[src/rtl/rx_fifo_pkg.sv]
// Shared types and constants for the UART receive-side byte FIFO.
package rx_fifo_pkg;

  typedef enum logic [1:0] {
    IDLE,
    ACK,
    RELEASE
  } cap_state_e;

  localparam int unsigned OVF_MAX = 255;

  typedef struct packed {
    logic       perr;
    logic [7:0] data;
  } rx_entry_t;

  localparam int ENTRY_W = $bits(rx_entry_t);

endpackage

[src/rtl/sync_fifo.sv]
// Single-clock first-word-fall-through FIFO with explicit occupancy count.
module sync_fifo #(
  parameter  int DEPTH = 16,
  parameter  int WIDTH = 9,
  localparam int AW    = $clog2(DEPTH),
  localparam int CW    = $clog2(DEPTH + 1)
) (
  input  logic             clk,
  input  logic             rst,
  input  logic             push,
  input  logic [WIDTH-1:0] wdata,
  input  logic             pop,
  output logic [WIDTH-1:0] rdata,
  output logic             full,
  output logic             empty,
  output logic [CW-1:0]    count
);

  logic [WIDTH-1:0] mem [DEPTH];
  logic [AW-1:0]    wr_ptr;
  logic [AW-1:0]    rd_ptr;
  logic             do_push;
  logic             do_pop;

  assign full    = (count == CW'(DEPTH));
  assign empty   = (count == '0);
  assign do_pop  = pop && !empty;
  // A push into a full FIFO is legal when the head leaves in the same cycle.
  assign do_push = push && (!full || do_pop);

  // NOTE: sequential state uses non-blocking assignments so every register
  // samples pre-edge values, independent of statement order.
  always_ff @(posedge clk) begin
    if (rst) begin
      wr_ptr <= '0;
      rd_ptr <= '0;
      count  <= '0;
    end else begin
      if (do_push) wr_ptr <= wr_ptr + AW'(1);
      if (do_pop)  rd_ptr <= rd_ptr + AW'(1);
      case ({do_push, do_pop})
        2'b10:   count <= count + CW'(1);
        2'b01:   count <= count - CW'(1);
        default: count <= count;
      endcase
    end
  end

  // NOTE: the storage array has no reset; only pointers and count need one,
  // which keeps it mappable to plain RAM.
  always_ff @(posedge clk) begin
    if (do_push) mem[wr_ptr] <= wdata;
  end

  // Uninitialised storage is masked while empty so the head reads as zero.
  assign rdata = empty ? '0 : mem[rd_ptr];

endmodule

[src/rtl/rx_byte_fifo.sv]
// Receiver-facing capture FSM with ack, overflow tracking and a byte FIFO.
module rx_byte_fifo
  import rx_fifo_pkg::*;
#(
  parameter  int DEPTH           = 16,
  parameter  bit DROP_PARITY_ERR = 1'b0,
  localparam int CW              = $clog2(DEPTH + 1)
) (
  input  logic          clk,
  input  logic          rst,
  input  logic [7:0]    Dout,
  input  logic          parityErr,
  input  logic          Receive,
  output logic          ReceiveAck,
  output logic [7:0]    rdData,
  output logic          rdPerr,
  output logic          rdValid,
  input  logic          rdReady,
  output logic [CW-1:0] count,
  output logic          full,
  output logic          overflow,
  output logic [7:0]    ovfCount,
  input  logic          clrOvf
);

  cap_state_e state;
  cap_state_e state_next;
  rx_entry_t  wr_entry;
  rx_entry_t  rd_entry;
  logic       empty;
  logic       capture;
  logic       drop_perr;
  logic       pop;
  logic       push;
  logic       ovf_event;

  assign capture   = (state == IDLE) && Receive;
  assign drop_perr = DROP_PARITY_ERR && parityErr;
  assign pop       = rdValid && rdReady;
  assign push      = capture && !drop_perr && (!full || pop);
  assign ovf_event = capture && !drop_perr && full && !pop;
  assign wr_entry  = '{perr: parityErr, data: Dout};

  always_ff @(posedge clk) begin
    if (rst) state <= IDLE;
    else     state <= state_next;
  end

  // NOTE: the default assignment up front keeps this block latch-free.
  always_comb begin
    state_next = state;
    case (state)
      IDLE:    if (Receive) state_next = ACK;
      ACK:     state_next = RELEASE;
      // Holding here until Receive drops stops a lingering request being
      // captured twice.
      RELEASE: if (!Receive) state_next = IDLE;
      default: state_next = IDLE;
    endcase
  end

  always_ff @(posedge clk) begin
    if (rst) ReceiveAck <= 1'b0;
    else     ReceiveAck <= capture;
  end

  // A clear in the same cycle as a drop wins; that drop goes uncounted.
  always_ff @(posedge clk) begin
    if (rst || clrOvf) begin
      overflow <= 1'b0;
      ovfCount <= '0;
    end else if (ovf_event) begin
      overflow <= 1'b1;
      if (ovfCount != 8'(OVF_MAX)) ovfCount <= ovfCount + 8'd1;
    end
  end

  sync_fifo #(
    .DEPTH(DEPTH),
    .WIDTH(ENTRY_W)
  ) u_fifo (
    .clk  (clk),
    .rst  (rst),
    .push (push),
    .wdata(wr_entry),
    .pop  (pop),
    .rdata(rd_entry),
    .full (full),
    .empty(empty),
    .count(count)
  );

  assign rdValid = !empty;
  assign rdData  = rd_entry.data;
  assign rdPerr  = rd_entry.perr;

endmodule

[config.mk]
export PLATFORM = sky130hd
export DESIGN_NAME = rx_byte_fifo
export DESIGN_NICKNAME = d
export VERILOG_FILES = /design/src/rtl/rx_fifo_pkg.sv /design/src/rtl/sync_fifo.sv /design/src/rtl/rx_byte_fifo.sv
export SDC_FILE = /design/constraint.sdc
export NUM_CORES = 1
export LEC_CHECK = 0
export CAP_MARGIN = 5
export CORE_ASPECT_RATIO = 0.7
export CORE_UTILIZATION = 40
export DETAILED_ROUTE_END_ITERATION = 8
export HOLD_SLACK_MARGIN = 0.02
export PLACE_DENSITY = 0.57
export SETUP_SLACK_MARGIN = 0.2
export SLEW_MARGIN = 20
export SYNTH_ARGS = -nofsm -noshare
export SYNTH_HDL_FRONTEND = slang
export SYNTH_HIERARCHICAL = 1
export SYNTH_SLANG_ARGS = --single-unit
export TNS_END_PERCENT = 5
[constraint.sdc]
create_clock -name clk -period 4.2 [get_ports clk]
set_input_delay 1.05 -clock clk [delete_from_list [all_inputs] [get_ports clk]]
set_output_delay 1.05 -clock clk [all_outputs]
set_load 0.1 [all_outputs]
==> flow_summary_export.csv, run 1 <==
group,metric,value,unit
status,status,"finished clean",
timing,period_share,88.68,%
timing,finalClockSkew,0.01303,ns
setup_path,start_kind,"flip-flop",
detailed_routing,wl_per_cell,19.85,um
power,leakagePower,2.742,nW
timing,timing.fmax,0.2685,GHz
floorplan,die-area,18410,um^2
timing,hold_viol,0,
setup_path,arrival,2.67,ns
grt,grt_antenna_before_repair,0,
synthesis,yosysUniqueCellTypes,54,
cts,post_cts_buffers,0,
synthesis,syn_area_per_cell,16.97,um^2
synthesis,synth-compound-area-share,5.884,%
placement,dp_hpwl,9567,um
setup_path,path_depth,6,
power,vdd_drop_max,0.0006502,V
cts,cts_sinks,173,
floorplan,die_w,161.7,um
synthesis,async_flop_share,0,%
synthesis,synthAdderAreaFrac,1.856,%
setup_path,cp_num_buf_inv,2,
timing,holdWs,0.4857,ns
cts,clk_path_buf_depth,2,
setup_path,cp_slowest_cell,"dfxtp_2",
final_layout,layout_common_cells,"edfxtp_1 (144), mux4_2 (36), clkdlybuf4s50_1 (28)",
grt,grt_pass1_wl,22540,um
cts,cts_resized,0,
detailed_routing,vias_per_cell,5.360,
timing,post-route-worst-setup-slack,0.4756,ns
timing,period_needed,3.724,ns
setup_path,cp.required,3.15,ns
timing,tightest_slew,0.9796,ns
detailed_routing,routed-via-count,3854,
synthesis,yosys_warnings,6,
power,p_clk_share,26.7,%
timing,slew_headroom,34.49,%
min_path,hold_path.class,"reg -> reg",
synthesis,synth-xor-area-share,0.6130,%
job,maxCapViolCount,0,
floorplan,die_height,113.8,um
synthesis,ys_ff_latch,173,
synthesis,ys.flop_type,"edfxtp_1",
placement,dp_slack,0.3988,ns
final_layout,multiInputGateArea,2103,um^2
synthesis,syn_inst,421,
cts,clock_latency,0.42,ns
detailed_routing,drc,0,
setup_path,cpPeakStageDelay,0.69,ns
detailed_routing,first_iter_violations,277,
final_layout,diodes,0,
detailed_routing,wl,14270,um
cts,clk_pin_slew,0.06,ns
floorplan,coreArea,17320,um^2
detailed_routing,final_antenna_net_count,0,
cts,cts_tree,"yes",
timing,drv_slew,0,
grt,grtUsageTotal,16.85,%
floorplan,num_rows,40,
grt,grt_overflow_total,0,
setup_path,endpoint_kind,"output port",
final_layout,syn_to_final_growth,19.42,%
synthesis,yosysSeqAreaShare,68.65,%
power,p_int,3.512,mW
placement,io_buffers,39,
final_layout,seqCellArea,4907,um^2
grt,grt_start_max_net_pins,37,
placement,gp_congestion,0.7866,
final_layout,nets,499,
timing,setup_viol,0,
synthesis,muxShareOfSynthArea,13.31,%
setup_path,cp_top_family,"flip-flops",
cts,h-tree-depth,4,
synthesis,synthesis.area,7144,um^2
timing,fin_setup_tns,0,ns
detailed_routing,drt_first_pass_iters,4,
cts,hold_buffers,0,
final_layout,fillers,1461,
synthesis,synth_top_family_by_area,"multiplexers",
setup_path,worst_path_most_repeated_cell,"a211oi_1",
cts,cts_root_buf,"clkbuf_16",
power,seqPwrFrac,36.0,%
final_layout,post-route-util,49.27,%
floorplan,initial_utilization,41.26,%
setup_path,cp_max_fo,17,
final_layout,final_common_cell,"edfxtp_1",
power,switching_share,36.95,%
power,power_frac_comb,37.4,%
final_layout,layout-drive-gt1-share,21.72,%
timing,rsz0062_at_grt,"no",
setup_path,path_class,"reg -> out",
cts,cts_buffers,17,
min_path,hold_depth,2,
setup_path,rr_worst_depth,11,
synthesis,yosys.area_share.simple,7.391,%
power,power_per_cell_area,652.8,nW/um^2
grt,grt_pass1_vias,3983,
power,p_sw,2.058,mW
synthesis,synth_edf_count,144,
synthesis,synth_nets,445,
floorplan,ios,40,
setup_path,crit_chain,"buf_4 > mux4_2 > nor2b_1 > a211oi_1 > a211oi_1 > buf_12",
-- state kept, by name, indices dropped and copies added (netlist names), named ones only --
name and count:
u_fifo/rd_ptr 4, u_fifo/count 5, ReceiveAck 1, u_fifo/wr_ptr 4, ovfCount 8, overflow 1
u_fifo/mem 144, state 2
-- power by group through the flow --
stage	Clock (mW)	Combinational, mW	Sequential (mW)
2_1_floorplan	0	1.34	2.15
3_3_place_gp	0	2.09	2.04
3_5_place_dp	0	2.11	2.04
4_1_cts	1.52	2.11	2.00
5_1_grt	1.58	2.18	2.02
6_report	1.48	2.08	2.00
-- cell families after synthesis --
logic type | after synthesis
compound gates | 53
xor+xnor | 5
fa+ha+maj | 10
buf+inv | 37
flops | 173
mux | 50
simple gates | 93
-- metrics by stage --
step,instances,power [mW],instance area [um^2]
after global routing,719,5.783,8532
after floorplan,421,3.483,7147
after CTS,719,5.644,8532
after detailed placement,687,4.151,7971
after global placement,687,4.125,7971
final,719,5.570,8532
-- cells in the mapped netlist, drive strengths merged (2+ instances only) --
library cell,n,area (um^2)
o311a,2,20.02
nor3,6,30.03
xor2,4,35.03
or3,2,12.51
nand4,3,25.02
o21ai,7,53.81
dfxtp,29,580.6
nor2b,10,62.56
o211ai,2,15.01
nor2,25,93.84
mux4,36,810.8
nor4,5,31.28
or2,3,18.77
clkbuf,9,33.78
nor4b,2,17.52
ha,9,112.6
inv,17,63.81
a211oi,19,142.6
buf,11,66.31
and2,4,25.02
mux2i,14,140.1
nand2,4,15.01
and3,5,31.28
o41ai,2,17.52
nand3,9,45.04
nor3b,4,41.29
edfxtp,144,4324
or4,2,18.77
o2111ai,4,52.56
o21a,4,30.03
nand2b,7,43.79
a21oi,5,25.02
-- final cells by class --
class	count	area share (%)
Clock inverter	11	1.408
Clock buffer	21	5.162
Tap cell	231	3.388
Inverter	17	0.7479
Timing Repair Buffer	55	7.127
Sequential cell	173	57.52
Multi-Input combinational cell	211	24.65
-- path summary, 6_finish.rpt --
check                                    start                      endpoint  slack (ns)
hold / removal           overflow$_SDFFE_PP0P_         overflow$_SDFFE_PP0P_        0.49
setup / recovery                     flip-flop                     rdData[7]        0.48
setup reg to reg  u_fifo/count[0]$_SDFFE_PP0P_  u_fifo/count[4]$_SDFFE_PP0P_        0.56
hold reg to reg          overflow$_SDFFE_PP0P_         overflow$_SDFFE_PP0P_        0.49
-- routing by layer --
| layer | vias up | global-route usage [%] | routed length [um] |
|---|---|---|---|
| met5 | - | 0 | 0 |
| met4 | 0 | 5.031 | 141 |
| met3 | 11 | 4.327 | 505 |
| met2 | 62 | 26.98 | 6859 |
| met1 | 1991 | 22.74 | 6767 |
| li1 | 1790 | - | - |
-- tightest hold or removal path, cell delays in order (launching register included) --
cell	delay [ns]
dfxtp_1	0.34
nor2_1	0.05
nor2_1	0.07
No activity file was read; power rests on OpenSTA's default activity.
==> run 2, diff against run 1 <==
- DONT_BUFFER_PORTS: default -> 1
- PLACE_DENSITY: 0.57 -> 0.54
==> run 2 against run 1 <==
  * Routed wire length is 4.0% higher
  * Critical endpoint is now rdData[2]
  * Cell area fell by 2.0%
  * First-iteration DRC count increased by 18%
  * Sequential cell count is the same
  * Clock power is 8% higher
  * Core utilization fell by 0.97 points
  * Critical path type unchanged
==> flow_summary_export.csv, run 2 (same netlist as run 1, synthesis figures left out) <==
group,metric,value,unit
setup_path,start_kind,"flip-flop",
floorplan,die_height,113.8,um
power,power_per_cell_area,668.2,nW/um^2
placement,io_buffers,0,
setup_path,cp_max_fo,8,
status,status,"finished clean",
detailed_routing,drt_first_pass_iters,4,
detailed_routing,wl_per_cell,21.26,um
cts,h-tree-depth,4,
timing,fin_setup_tns,0,ns
final_layout,post-route-util,48.30,%
setup_path,path_class,"reg -> out",
floorplan,coreArea,17320,um^2
power,power,5.589,mW
timing,drv_slew,0,
final_layout,multiInputGateArea,2236,um^2
cts,clock_latency,0.41,ns
timing,finalClockSkew,0.005008,ns
power,vdd_drop_max,0.0006330,V
cts,clk_pin_slew,0.06,ns
setup_path,arrival,2.65,ns
timing,hold_viol,0,
placement,gp_congestion,0.8300,
grt,grt_pass1_vias,3939,
final_layout,layout-drive-gt1-share,27.19,%
final_layout,fin_cells,698,
timing,period_share,88.10,%
timing,post-route-worst-setup-slack,0.4996,ns
final_layout,diodes,0,
cts,cts_sinks,173,
grt,grt_overflow_total,0,
detailed_routing,drc,0,
placement,dp_hpwl,9752,um
cts,clk_path_buf_depth,2,
detailed_routing,final_antenna_net_count,0,
final_layout,seqCellArea,4907,um^2
timing,tightest_slew,1.157,ns
timing,period_needed,3.700,ns
final_layout,nets,480,
cts,cts_buffers,17,
cts,cts_root_buf,"clkbuf_16",
final_layout,top_regs,"u_fifo/mem: 144 flops, ovfCount: 8 flops, u_fifo/count: 5 flops",
floorplan,initial_utilization,41.26,%
floorplan,die_w,161.7,um
floorplan,ios,40,
timing,rsz0062_at_grt,"no",
detailed_routing,wl,14840,um
cts,hold_buffers,0,
floorplan,num_rows,40,
job,maxCapViolCount,0,
cts,post_cts_buffers,0,
setup_path,endpoint_kind,"output port",
final_layout,largest_reg_flops,144,
cts,cts_resized,0,
placement,dp_cells,668,
final_layout,final_common_cell,"edfxtp_1",
final_layout,fillers,1482,
detailed_routing,vias_per_cell,5.453,
final_layout,layout_common_cells,"edfxtp_1 (144), buf_4 (36), mux4_2 (36)",
detailed_routing,routed-via-count,3806,
setup_path,cp.required,3.15,ns
cts,cts_tree,"yes",
final_layout,regMostFlops,"u_fifo/mem",
timing,slew_headroom,22.75,%
placement,dp_slack,0.8800,ns
grt,grt_pass1_wl,23470,um
detailed_routing,first_iter_violations,327,
grt,grt_antenna_before_repair,0,
grt,grt_start_max_net_pins,21,
grt,grtUsageTotal,17.62,%
min_path,hold_path.class,"reg -> reg",
timing,timing.fmax,0.2702,GHz
final_layout,syn_to_final_growth,17.08,%
power,leakagePower,2.694,nW
timing,setup_viol,0,
floorplan,die-area,18410,um^2
run 2: cell types whose count changed in the layout (fill, tap and decap cells not counted), moves of 4 or more:
cell / delta
a211oi_4: +9
buf_4: +19
clkdlybuf4s50_1: -28
buf_12: -10
clkbuf_1: -4
a211oi_1: -9
run 2: worst paths after layout:
path | slack, ns | to | from | cells after the start
setup / recovery | 0.50 | rdData[2] | flip-flop | 5
hold / removal | 0.54 | state[1]$_SDFFE_PP0P_ | state[0]$_SDFFE_PP0P_ | 2
setup reg to reg | 0.81 | u_fifo/count[4]$_SDFFE_PP0P_ | u_fifo/count[3]$_SDFFE_PP0P_ | 12
hold reg to reg | 0.54 | state[1]$_SDFFE_PP0P_ | state[0]$_SDFFE_PP0P_ | 2
run 2: final cells by class:
| type | count | share of cell area [%] |
|---|---|---|
| timing repair buffer | 36 | 3.231 |
| clock inverter | 13 | 2.064 |
| sequential | 173 | 58.67 |
| clock buffer | 17 | 5.086 |
| inverter | 17 | 0.7629 |
| tap | 231 | 3.455 |
| multi-input combinational | 211 | 26.73 |
run 2: metrics by stage:
step	instance area, um^2	hold WS, ns
floorplan	7147	0.4950
global placement	7766	0.5051
detailed placement	7766	0.5337
CTS	8364	0.5422
global route	8364	0.5866
finish	8364	0.5397
run 2: critical path: stages (launching register included):
cell	delay, ns
dfxtp_2	0.48
buf_4	0.26
mux4_2	0.51
a211oi_1	0.64
a211oi_4	0.07
buf_4	0.26
run 2: where the power goes:
group	switching [mW]	total [mW]	leakage [nW]	internal [mW]
clock	0.620	1.60	0.284	0.981
sequential	0.0795	2.02	1.53	1.94
combinational	1.40	1.97	0.876	0.570
total	2.10	5.59	2.69	3.49
run 2: routing by layer:
| layer | up-vias | GRT usage, % | wire (um) |
|---|---|---|---|
| li1 | 1736 | - | - |
| met1 | 1985 | 24.95 | 7115 |
| met2 | 78 | 26.67 | 6776 |
| met3 | 7 | 5.055 | 804 |
| met4 | 0 | 4.717 | 143 |
| met5 | - | 0 | 0 |
==> run 3, diff against run 2 <==
- GPL_TIMING_DRIVEN: default -> 0
==> run 3 against run 2 <==
  * Final cell count decreased by 1.1%
  * Clock power shrank 6%
  * Hold slack worse by 0.0060 ns
  * First-iteration DRC count shrank 45%
  * Clock skew grew 0.0033 ns
  * Non-clock buffer count down 10
  * Cell area is 1.7% lower
  * Die area did not move
  * Fmax is 5.9% lower
==> flow_summary_export.csv, run 3 (same netlist as run 1, synthesis figures left out) <==
group,metric,value,unit
status,status,"finished clean",
setup_path,endpoint_kind,"flip-flop",
final_layout,final_common_cell,"edfxtp_1",
grt,grt_start_max_net_pins,19,
floorplan,die-area,18410,um^2
timing,rsz0062_at_grt,"yes",
cts,cts_tree,"yes",
grt,grt_pass1_wl,22660,um
final_layout,syn_to_final_growth,15.10,%
grt,grt_pass1_vias,3845,
min_path,hold_path.class,"reg -> reg",
floorplan,die_height,113.8,um
cts,cts_buffers,17,
timing,tightest_slew,1.169,ns
power,vdd_drop_max,0.0004092,V
placement,dp_slack,-0.5116,ns
cts,clk_path_buf_depth,2,
floorplan,initial_utilization,41.26,%
detailed_routing,drt_first_pass_iters,4,
setup_path,start_kind,"flip-flop",
floorplan,ios,40,
detailed_routing,drc,0,
power,leakagePower,2.610,nW
detailed_routing,wl_per_cell,20.99,um
final_layout,regMostFlops,"u_fifo/mem",
cts,cts_sinks,173,
timing,drv_slew,0,
placement,dp_hpwl,9961,um
cts,cts_root_buf,"clkbuf_16",
placement,gp_congestion,0.8011,
detailed_routing,vias_per_cell,5.409,
detailed_routing,first_iter_violations,180,
grt,grt_antenna_before_repair,0,
timing,holdWs,0.5337,ns
cts,clock_latency,0.42,ns
placement,io_buffers,0,
final_layout,diodes,0,
setup_path,path_class,"reg -> reg",
setup_path,cp_max_fo,11,
power,power_per_cell_area,657.3,nW/um^2
floorplan,coreArea,17320,um^2
setup_path,cp.required,4.50,ns
floorplan,die_w,161.7,um
floorplan,num_rows,40,
timing,period_needed,3.933,ns
job,maxCapViolCount,0,
setup_path,arrival,4.23,ns
detailed_routing,wl,14480,um
timing,setup_viol,0,
setup_path,worst-r2r-setup-slack,0.27,ns
timing,slew_headroom,21.79,%
final_layout,top_regs,"u_fifo/mem: 144 flops, ovfCount: 8 flops, u_fifo/count: 5 flops",
final_layout,layout_common_cells,"edfxtp_1 (144), mux4_2 (36), dfxtp_1 (24)",
timing,timing.fmax,0.2543,GHz
cts,clk_pin_slew,0.07,ns
timing,hold_viol,0,
detailed_routing,routed-via-count,3732,
final_layout,layout-drive-gt1-share,25.93,%
timing,post-route-worst-setup-slack,0.2675,ns
final_layout,largest_reg_flops,144,
final_layout,fillers,1505,
grt,grtUsageTotal,17.17,%
detailed_routing,final_antenna_net_count,0,
cts,hold_buffers,0,
grt,grt_overflow_total,0,
cts,h-tree-depth,4,
final_layout,nets,470,
timing,finalClockSkew,0.008303,ns
timing,period_share,93.63,%
==> run 3: layout make-up <==
| class | count | area (um^2) | share of cell area [%] |
|---|---|---|---|
| clock buffer | 17 | 425.4 | 5.173 |
| tap | 231 | 289.0 | 3.515 |
| buffer | 20 | 111.4 | 1.354 |
| inverter | 17 | 63.81 | 0.7760 |
| clock inverter | 15 | 141.4 | 1.719 |
| timing repair buffer | 6 | 42.54 | 0.5173 |
| multi-input combinational | 211 | 2228 | 27.10 |
| sequential | 173 | 4921 | 59.84 |
==> run 3: critical path, cell delays in order (launching register included) <==
cell and delay (ns):
dfxtp_4 0.46, or4_4 0.56, buf_6 0.17, nor2_4 0.56, a21oi_1 0.13, buf_2 0.22, nor2b_1 0.15, o21ai_2 0.09
inv_2 0.17, ha_1 0.29, nand2b_1 0.11, o2bb2ai_1 0.20, a2111oi_0 0.12, or4_1 0.55
==> run 3: report_power, final <==
| part | total (mW) | internal, mW | switching, mW |
|---|---|---|---|
| Sequential | 2.13 | 1.94 | 0.189 |
| Combinational | 1.78 | 0.476 | 1.30 |
| Clock | 1.50 | 0.788 | 0.708 |
==> run 3: worst paths after layout <==
kind,endpoint,from,depth (start not counted)
worst min register to register,state[1]$_SDFFE_PP0P_,state[0]$_SDFFE_PP0P_,2
worst min-delay path,state[1]$_SDFFE_PP0P_,state[0]$_SDFFE_PP0P_,2
worst max register to register,u_fifo/count[4]$_SDFFE_PP0P_,u_fifo/count[3]$_SDFFE_PP0P_,13
worst max-delay path,u_fifo/count[4]$_SDFFE_PP0P_,u_fifo/count[3]$_SDFFE_PP0P_,13
==> run 3: metal layers <==
metal,share of wire [%],vias to the layer above,routed length (um),global-route usage (%)
met5,0,-,0,0
met4,1.5,0,218,6.604
met3,5.0,17,728,4.727
met2,47,65,6742,26.03
met1,47,1926,6794,23.64
li1,-,1724,-,-
==> run 3: through the flow <==
step / utilization (%) / cell area, um^2 / std cells / setup TNS (ns) / total power, mW
6_report: 47.49 / 8223 / 690 / 0 / 5.405
4_1_cts: 47.46 / 8219 / 690 / 0 / 5.455
5_1_grt: 47.49 / 8223 / 690 / 0 / 5.622
2_1_floorplan: - / 7147 / 421 / -6.105 / 3.483
3_3_place_gp: 42.94 / 7436 / 652 / -56.02 / 3.713
3_5_place_dp: 44.01 / 7621 / 657 / -2.665 / 3.921
==> run 3: what timing repair did <==
item	in CTS	in global routing
buffers inserted	1	0
resized for setup	14	4
setup endpoints to repair	142	10
pin swaps	10	2
gates cloned	0	0
